===== config.mk =====
export PLATFORM = sky130hd
export DESIGN_NAME = ex_stage
export DESIGN_NICKNAME = d
export VERILOG_FILES = /design/src/rtl/ex_stage.sv
export SDC_FILE = /design/constraint.sdc
export NUM_CORES = 1
export LEC_CHECK = 0
export BUFFER_PORTS_ARGS = -buffer_cell sky130_fd_sc_hd__buf_4
export CAP_MARGIN = 20
export CORE_MARGIN = 2
export CORE_UTILIZATION = 30
export DETAILED_ROUTE_END_ITERATION = 7
export GPL_TIMING_DRIVEN = 0
export PLACE_DENSITY = 0.51
export SYNTH_ARGS = -nofsm -noshare
export SYNTH_HDL_FRONTEND = slang
export SYNTH_SLANG_ARGS = --single-unit

===== constraint.sdc =====
create_clock -name clk -period 0.8 [get_ports clk]
set_input_delay 0.16 -clock clk [delete_from_list [all_inputs] [get_ports clk]]
set_output_delay 0.16 -clock clk [all_outputs]
set_load 0.1 [all_outputs]

===== src/rtl/ex_stage.sv =====
// ex_stage: execute stage of an RV32 pipeline.
//
// Resolves operand forwarding, runs a single-cycle ALU and registers the
// result into the EX/MEM boundary. Optional iterative shift-add multiplier
// (low 32 bits of A*B), enabled by defining EX_STAGE_MUL_EN. Without the macro,
// mul_req is ignored and ex_stall is tied low.
//
// Ports:
//   clk, rst                         clock, async active-low reset
//   ctrl_in / ctrl_out               {reg_write, mem_write, mem_read, mem_op[2:0], mem_2_reg}
//   alu_src1, alu_src2               operand selects (A: rs1/pc/0/0, B: rs2/imm/4/0)
//   alu_op, alu_op_chosen            funct3-style op, SUB/SRA modifier
//   mul_req                          instruction is MUL
//   rs1, rs2, rs1_data, rs2_data     source indices and register data
//   pc, imm, rd                      operands and destination index
//   mem_fwd_*, wb_fwd_*              EX/MEM and MEM/WB forwarding sources
//   ex_stall                         hold request to ID/EX and earlier stages
//   alu_result_out, store_data_out   registered result and forwarded rs2
//   rd_out                           registered destination index
module ex_stage (
  input  logic        clk,
  input  logic        rst,
  input  logic [6:0]  ctrl_in,
  input  logic [1:0]  alu_src1,
  input  logic [1:0]  alu_src2,
  input  logic [2:0]  alu_op,
  input  logic        alu_op_chosen,
  input  logic        mul_req,
  input  logic [4:0]  rs1,
  input  logic [4:0]  rs2,
  input  logic [31:0] rs1_data,
  input  logic [31:0] rs2_data,
  input  logic [31:0] pc,
  input  logic [31:0] imm,
  input  logic [4:0]  rd,
  input  logic        mem_fwd_we,
  input  logic [4:0]  mem_fwd_rd,
  input  logic [31:0] mem_fwd_data,
  input  logic        wb_fwd_we,
  input  logic [4:0]  wb_fwd_rd,
  input  logic [31:0] wb_fwd_data,
  output logic        ex_stall,
  output logic [6:0]  ctrl_out,
  output logic [31:0] alu_result_out,
  output logic [31:0] store_data_out,
  output logic [4:0]  rd_out
);

  logic [31:0] fwd_a, fwd_b, op_a, op_b, alu_res;
  logic [6:0]  ctrl_d;
  logic [4:0]  rd_d;
  logic [31:0] res_d, store_d;

  // Forwarding: EX/MEM beats MEM/WB; x0 is never forwarded.
  always_comb begin
    fwd_a = rs1_data;
    if (mem_fwd_we && mem_fwd_rd == rs1 && rs1 != 5'd0)     fwd_a = mem_fwd_data;
    else if (wb_fwd_we && wb_fwd_rd == rs1 && rs1 != 5'd0)  fwd_a = wb_fwd_data;
    fwd_b = rs2_data;
    if (mem_fwd_we && mem_fwd_rd == rs2 && rs2 != 5'd0)     fwd_b = mem_fwd_data;
    else if (wb_fwd_we && wb_fwd_rd == rs2 && rs2 != 5'd0)  fwd_b = wb_fwd_data;
  end

  always_comb begin
    unique case (alu_src1)
      2'b00:   op_a = fwd_a;
      2'b01:   op_a = pc;
      default: op_a = 32'd0;
    endcase
    unique case (alu_src2)
      2'b00:   op_b = fwd_b;
      2'b01:   op_b = imm;
      2'b10:   op_b = 32'd4;
      default: op_b = 32'd0;
    endcase
  end

  always_comb begin
    unique case (alu_op)
      3'b000:  alu_res = alu_op_chosen ? (op_a - op_b) : (op_a + op_b);
      3'b001:  alu_res = op_a << op_b[4:0];
      3'b010:  alu_res = {31'd0, $signed(op_a) < $signed(op_b)};
      3'b011:  alu_res = {31'd0, op_a < op_b};
      3'b100:  alu_res = op_a ^ op_b;
      3'b101:  alu_res = alu_op_chosen ? 32'($signed(op_a) >>> op_b[4:0]) : (op_a >> op_b[4:0]);
      3'b110:  alu_res = op_a | op_b;
      default: alu_res = op_a & op_b;
    endcase
  end

`ifdef EX_STAGE_MUL_EN
  typedef enum logic [1:0] {StIdle, StBusy, StDone} state_e;

  state_e      state_q, state_d;
  logic [4:0]  cnt_q, cnt_d;
  logic [31:0] acc_q, acc_d, ma_q, ma_d, mb_q, mb_d;
  logic [6:0]  hctrl_q, hctrl_d;
  logic [4:0]  hrd_q, hrd_d;
  logic [31:0] hstore_q, hstore_d;
  logic        stall;

  always_comb begin
    ctrl_d   = ctrl_in;
    rd_d     = rd;
    res_d    = alu_res;
    store_d  = fwd_b;
    state_d  = state_q;
    cnt_d    = cnt_q;
    acc_d    = acc_q;
    ma_d     = ma_q;
    mb_d     = mb_q;
    hctrl_d  = hctrl_q;
    hrd_d    = hrd_q;
    hstore_d = hstore_q;
    stall    = 1'b0;
    case (state_q)
      StIdle: begin
        if (mul_req) begin
          stall    = 1'b1;
          ma_d     = op_a;
          mb_d     = op_b;
          acc_d    = 32'd0;
          cnt_d    = 5'd0;
          // Snapshot the rest of the instruction so forwarding churn can't leak in.
          hctrl_d  = ctrl_in;
          hrd_d    = rd;
          hstore_d = fwd_b;
          state_d  = StBusy;
        end
      end
      StBusy: begin
        stall = 1'b1;
        if (mb_q[0]) acc_d = acc_q + ma_q;
        ma_d  = ma_q << 1;
        mb_d  = mb_q >> 1;
        cnt_d = cnt_q + 5'd1;
        if (cnt_q == 5'd31) state_d = StDone;
      end
      StDone: begin
        // mul_req is still high for this instruction; deliberately ignored.
        res_d   = acc_q;
        ctrl_d  = hctrl_q;
        rd_d    = hrd_q;
        store_d = hstore_q;
        state_d = StIdle;
      end
      default: state_d = StIdle;
    endcase
    if (stall) begin
      ctrl_d  = 7'd0;
      rd_d    = 5'd0;
      res_d   = 32'd0;
      store_d = 32'd0;
    end
  end

  // Gated by rst so the stall request is low throughout reset.
  assign ex_stall = stall & rst;

  always_ff @(posedge clk or negedge rst) begin
    if (!rst) begin
      state_q  <= StIdle;
      cnt_q    <= 5'd0;
      acc_q    <= 32'd0;
      ma_q     <= 32'd0;
      mb_q     <= 32'd0;
      hctrl_q  <= 7'd0;
      hrd_q    <= 5'd0;
      hstore_q <= 32'd0;
    end else begin
      state_q  <= state_d;
      cnt_q    <= cnt_d;
      acc_q    <= acc_d;
      ma_q     <= ma_d;
      mb_q     <= mb_d;
      hctrl_q  <= hctrl_d;
      hrd_q    <= hrd_d;
      hstore_q <= hstore_d;
    end
  end
`else
  logic unused_mul_req;
  assign unused_mul_req = mul_req;
  assign ex_stall = 1'b0;

  always_comb begin
    ctrl_d  = ctrl_in;
    rd_d    = rd;
    res_d   = alu_res;
    store_d = fwd_b;
  end
`endif

  always_ff @(posedge clk or negedge rst) begin
    if (!rst) begin
      ctrl_out       <= 7'd0;
      rd_out         <= 5'd0;
      alu_result_out <= 32'd0;
      store_data_out <= 32'd0;
    end else begin
      ctrl_out       <= ctrl_d;
      rd_out         <= rd_d;
      alu_result_out <= res_d;
      store_data_out <= store_d;
    end
  end

endmodule


After elaboration in Yosys (flattened, before gate mapping):

Index checks and enable logic that the tools add are counted.

* flip-flop bits (word level): 76
* bits of input ports: 237
* output and inout port bits: 77
* word-level logic and storage cells: 49

* add/subtract/negate cells: 2
* $lt $le $gt $ge: 2
* eq/ne operators: 13
* shift-type cells: 3
* mux-type cells: 9
* bitwise gates (word level): 3
* reduce and logical (&&, ||, !) cells: 13

Operators by type and width (count)
* $pmux 32 s7: 1
* $mux 32: 6
* $pmux 32 s3: 1
* $lt 32x32->1: 2
* $pmux 32 s2: 1
* $add 32x32->32: 1
* $and 32x32->32: 1
* $or 32x32->32: 1
* $shl 32x5->32: 1
* $shr 32x5->32: 1
* $sshr 32x5->32: 1
* $sub 32x32->32: 1
* $xor 32x32->32: 1
* $eq 5x5->1: 4
* $reduce_bool 5->1: 2
* $eq 3x3->1 const B: 3
* $logic_and 1x1->1: 8
* $eq 3x2->1 const B: 2
* $eq 2x1->1 const B: 2
* $logic_not 2->1: 2
* $eq 3x1->1 const B: 1
* $logic_not 3->1: 1
* $eq 2x2->1 const B: 1

Logic depth before layout (Yosys ltp):

* word-level depth: 9
* mapped depth: 23
* gate-level depth less buffers: 20

Least setup slack after synthesis:

Ideal clock, no wire load.

* path type: input to register
* start point: input port rs2[1]
* end point: register alu_result_out[29]
* setup time: 0.083 ns
* arrival: 5.291 ns
* required time: 0.717 ns
* path slack: -4.574 ns
* stages on the path: 22
* buffers on the path: 5
* cell sequence: or4_1 > o211ai_1 > or2_2 > buf_4 > nand3_1 > a32oi_1 > clkbuf_1 > buf_2 > buf_1 > ha_1 > clkbuf_1 > and3b_1 > a221o_1 > a31oi_1 > o22ai_1 > o22ai_1 > o21ai_0 > and3_1 > a2111oi_0 > o41ai_1 > xnor2_1 > o21ai_0

* cells in the longest elaborated chain, start to end: 9
* elaborated cells between the ends (all ways): 21
* those cells by class: add/sub (2); eq/ne (2); shift (3); mux (6); bitwise (3); reduce/logical (5)

Ends and longest elaborated chain
* start, declared: RTL line 30 `input logic [4:0] rs2,`
* $eq 5x5->1: RTL line 61 `else if (wb_fwd_we && wb_fwd_rd == rs2 && rs2 != 5'd0) fwd_b = wb_fwd_data;`
* $logic_and 1x1->1 (2 in series): RTL line 61
* $mux 32: RTL line 61
* $mux 32 *: RTL line 60 `if (mem_fwd_we && mem_fwd_rd == rs2 && rs2 != 5'd0) fwd_b = mem_fwd_data;`
* $pmux 32 s3 *: RTL line 70 `unique case (alu_src2)`
* $add 32x32->32, or another cell as far along: RTL line 80 `3'b000: alu_res = alu_op_chosen ? (op_a - op_b) : (op_a + op_b);`
* $mux 32, on equally long branches: RTL line 80, 85
* $pmux 32 s7 *: RTL line 79 `unique case (alu_op)`
* named net alu_res[29]: RTL line 49 `logic [31:0] fwd_a, fwd_b, op_a, op_b, alu_res;`
* end signal, assigned: RTL line 203 `alu_result_out <= res_d;`
* end, declared: RTL line 44 `output logic [31:0] alu_result_out,`

Mark *: on every way through the listed nets, which the timed path passes. The rest lies on a longest branch.

Final worst setup path:

* start point: input port rs2[1]
* end point: register alu_result_out[28]

Same word-level chain as after synthesis.

==> run_results.csv <==
group,metric,value,unit
clocking,htree_levels,3,
power_and_ir_drop,max-vdd-ir-drop,968,µV
outcome,status,"complete, but fails checks",
global_route,antenna_found_initial,3,
place,finalWeightedCongestion,1.03,
global_route,grt_pass1_vias,17500,
synthesis,ys_async_sr_fraction,100,%
drt,dr.pass1.iters,7,
floorplan,io_pins,314,
drt,vias,17400,
cells_and_area,final_cells,2851,
place,dpl_cell_area,0.0168,mm²
clocking,cts_inserted_buffers,9,
critical_path,setup.worst_path.start_class,"input port",
critical_path,cp-startpoint,"rs2[1]",
clocking,cts_buffer_depth,2,
floorplan,start_util,30.3,%
cells_and_area,layout_commonest_cell,"buf_4",
clocking,clock_sinks,76,
drt,routed_via_density,6.11,
critical_path,cp_max_fo,4,
sta,period_needed,4.68,ns
critical_path,critPathKind,"in -> reg",
cells_and_area,final_cell_mix,"buf_4 (390), mux2i_1 (182), nor2_1 (143)",
synthesis,synth_fp_nets,2062,
cells_and_area,utilization,53.6,%
floorplan,die_area,0.0449,mm²
clocking,hold_buffers,12,
cells_and_area,antenna_cells,0,
critical_path,cpPeakStageDelay,0.55,ns
synthesis,syn_area,0.0130,mm²
cells_and_area,layout-drive-gt1-share,49.7,%
hold_path,hold_class,"in -> async",
floorplan,core-area,0.0429,mm²
synthesis,yosysSeqAreaShare,14.7,%
critical_path,arrival,4.95,ns
place,dp.cells,2626,
floorplan,dieHeight,212,µm
synthesis,synth_cells,1726,
global_route,grt_use_total,40.1,%
drt,drc,0,
sta,finalHoldViolations,31,
critical_path,critPathCaptureType,"flip-flop",
global_route,grt_pass1_wl,127000,µm
run,max-cap-violations,0,
clocking,clkSlewWorstSetupHoldPaths,0.08,ns
synthesis,yosysWarnings,0,
cells_and_area,final_cell_area,0.0230,mm²
synthesis,synthFlopType,"dfrtp_1",
floorplan,placementRows,76,
clocking,cts_tree,"yes",
sta,slew_headroom,18.5,%
cells_and_area,finalNetCount,2597,
power_and_ir_drop,power_leakage,10.1,nW
critical_path,worst_path_max_delay_cell,"or4_4",
sta,max_freq,214,MHz
synthesis,avgSynthCellArea,7.52,µm²
place,pre_cts_slack,-6.03,ns
sta,worst_slack,-3.88,ns
sta,rsz0062_at_grt,"true",
drt,antenna_left,0,
critical_path,path_common_cell,"buf_6",
critical_path,path_cells,"buf_8 > or4_4 > o211ai_1 > o21ai_0 > a311oi_4 > a21oi_4 > buf_6 > buf_6 > inv_4 > clkbuf_8 > clkbuf_16 > ha_4 > or4b_4 > o31ai_4 > a21oi_2 > and3b_2 > o21ai_4 > o21a_1 > o41ai_4 > mux2i_1 > xor2_1 > nor2_2 > o32a_1",
place,port_buffers,308,
sta,setup_viol,140,
place,dp_hpwl,70200,µm
drt,totalWireLength,91900,µm
sta,finalMaxSlewViolations,0,
sta,whs,-0.334,ns
critical_path,crit_required,1.07,ns
drt,post_drt_wl_per_cell,32.2,µm
cells_and_area,area_growth,77.1,%
synthesis,synth_edf_count,0,
synthesis,ys_types,84,
sta,finalCritPeriodShare,585,%
floorplan,die_x,212,µm
drt,initialDrtViolationCount,1994,
sta,tightest_slew,1.22,ns
clocking,cts-root-buf,"clkbuf_16",
global_route,grt_remaining_overflow,0,
synthesis,synth_seq_cells,76,
outcome,violations,"hold timing, setup timing",
global_route,grt_max_degree,77,
power_and_ir_drop,p_per_area,1340,mW/mm²
[routing by layer]
metal | part of all wire, % | wire, µm | GRT usage [%] | vias to the layer above
met5 | 0.034 | 31 | 0 | -
met4 | 6.6 | 6060 | 22.1 | 4
met3 | 8.8 | 8070 | 10.2 | 287
met2 | 44 | 40800 | 62.9 | 1010
met1 | 40 | 36900 | 50.0 | 8663
li1 | - | - | - | 7449
[synthesized netlist by cell type, types with 13 or more instances]
library cell / number / area share (%)
a32o_1: 31 / 2.4
a21o_1: 33 / 1.9
o21ai_0: 116 / 4.5
a31oi_1: 19 / 0.92
mux2i_1: 215 / 17
dfrtp_1: 76 / 15
nand2_1: 114 / 3.3
or2_2: 30 / 1.4
nor2_1: 156 / 4.5
a22oi_1: 15 / 0.87
mux2_2: 38 / 3.3
a211oi_1: 16 / 0.93
or3_1: 13 / 0.63
inv_1: 97 / 2.8
clkbuf_1: 90 / 2.6
o221ai_1: 17 / 1.1
o31ai_1: 14 / 0.81
nor3_1: 37 / 1.4
a21oi_1: 165 / 6.4
o211ai_1: 22 / 1.3
ha_1: 97 / 9.4
buf_2: 17 / 0.66
o22ai_1: 14 / 0.67
nand3_1: 23 / 0.89
xnor2_1: 37 / 2.5
o21bai_1: 16 / 0.93
buf_1: 20 / 0.58
[report_power, final]
group          internal [W]  total (W)  switching (W)  leakage, nW
Clock               0.00214    0.00431        0.00217        0.131
Sequential          0.00448    0.00481       0.000330        0.838
Combinational       0.00862     0.0218         0.0131         9.09
[cell families (layout without fill, tap and decap cells)]
logic type / after synthesis / count (layout) / share of synthesized area, %
other cells: 1 / 1 / 0.0289
xor+xnor: 40 / 40 / 2.70
fa+ha+maj: 99 / 99 / 9.66
compound gates: 586 / 586 / 30.1
buf+inv: 234 / 774 / 7.08
simple gates: 434 / 434 / 15.4
mux: 256 / 256 / 20.3
flops: 76 / 76 / 14.7
[how the worst max path moves through the flow]
stage	endpoint	slack, ns
final	alu_result_out[28]	-3.88
after global routing	alu_result_out[28]	-4.02
after CTS	alu_result_out[29]	-3.82
after detailed placement	alu_result_out[29]	-6.03
after global placement	alu_result_out[11]	-5.94
after floorplan	alu_result_out[13]	-3.83
[critical path: cells and delay by family]
family,cells,cell delay (ns)
AOI/OAI and AO/OA,10,2.05
and+or+nand+nor,4,1.39
buffers and inverters,6,0.72
xor gates and xnor gates,1,0.28
muxes,1,0.19
adders and majority gates,1,0.16
[layout make-up]
class                   count  area (µm²)
repair buffers            540        5440
clock buffers              10         229
inverters                 103         413
clock inverters             6        48.8
fillers                  3937       19900
flip-flops and latches     76        2190
well taps                 585         732
plain buffers             115        1200
multi-input cells        1416       12700
[timing repair]
item,4_1_cts,5_1_grt
endpoints found under the hold margin,19,26
pin swaps,159,145
setup buffers,146,70
endpoints found under the setup margin,216,140
gates cloned,1,1
resized for setup,610,350
[registers in the layout, indices dropped and copies added, names as in the netlist]
register        flops
ctrl_out            7
alu_result_out     32
store_data_out     32
rd_out              5
[metrics by stage]
step,TNS (ns),total power [W]
global placement,-247.26,0.0203
detailed placement,-251.23,0.0203
global route,-177.00,0.0317
floorplan,-134.79,0.0145
finish,-169.68,0.0309
CTS,-177.75,0.0283
(Power assumes the default switching activity.)
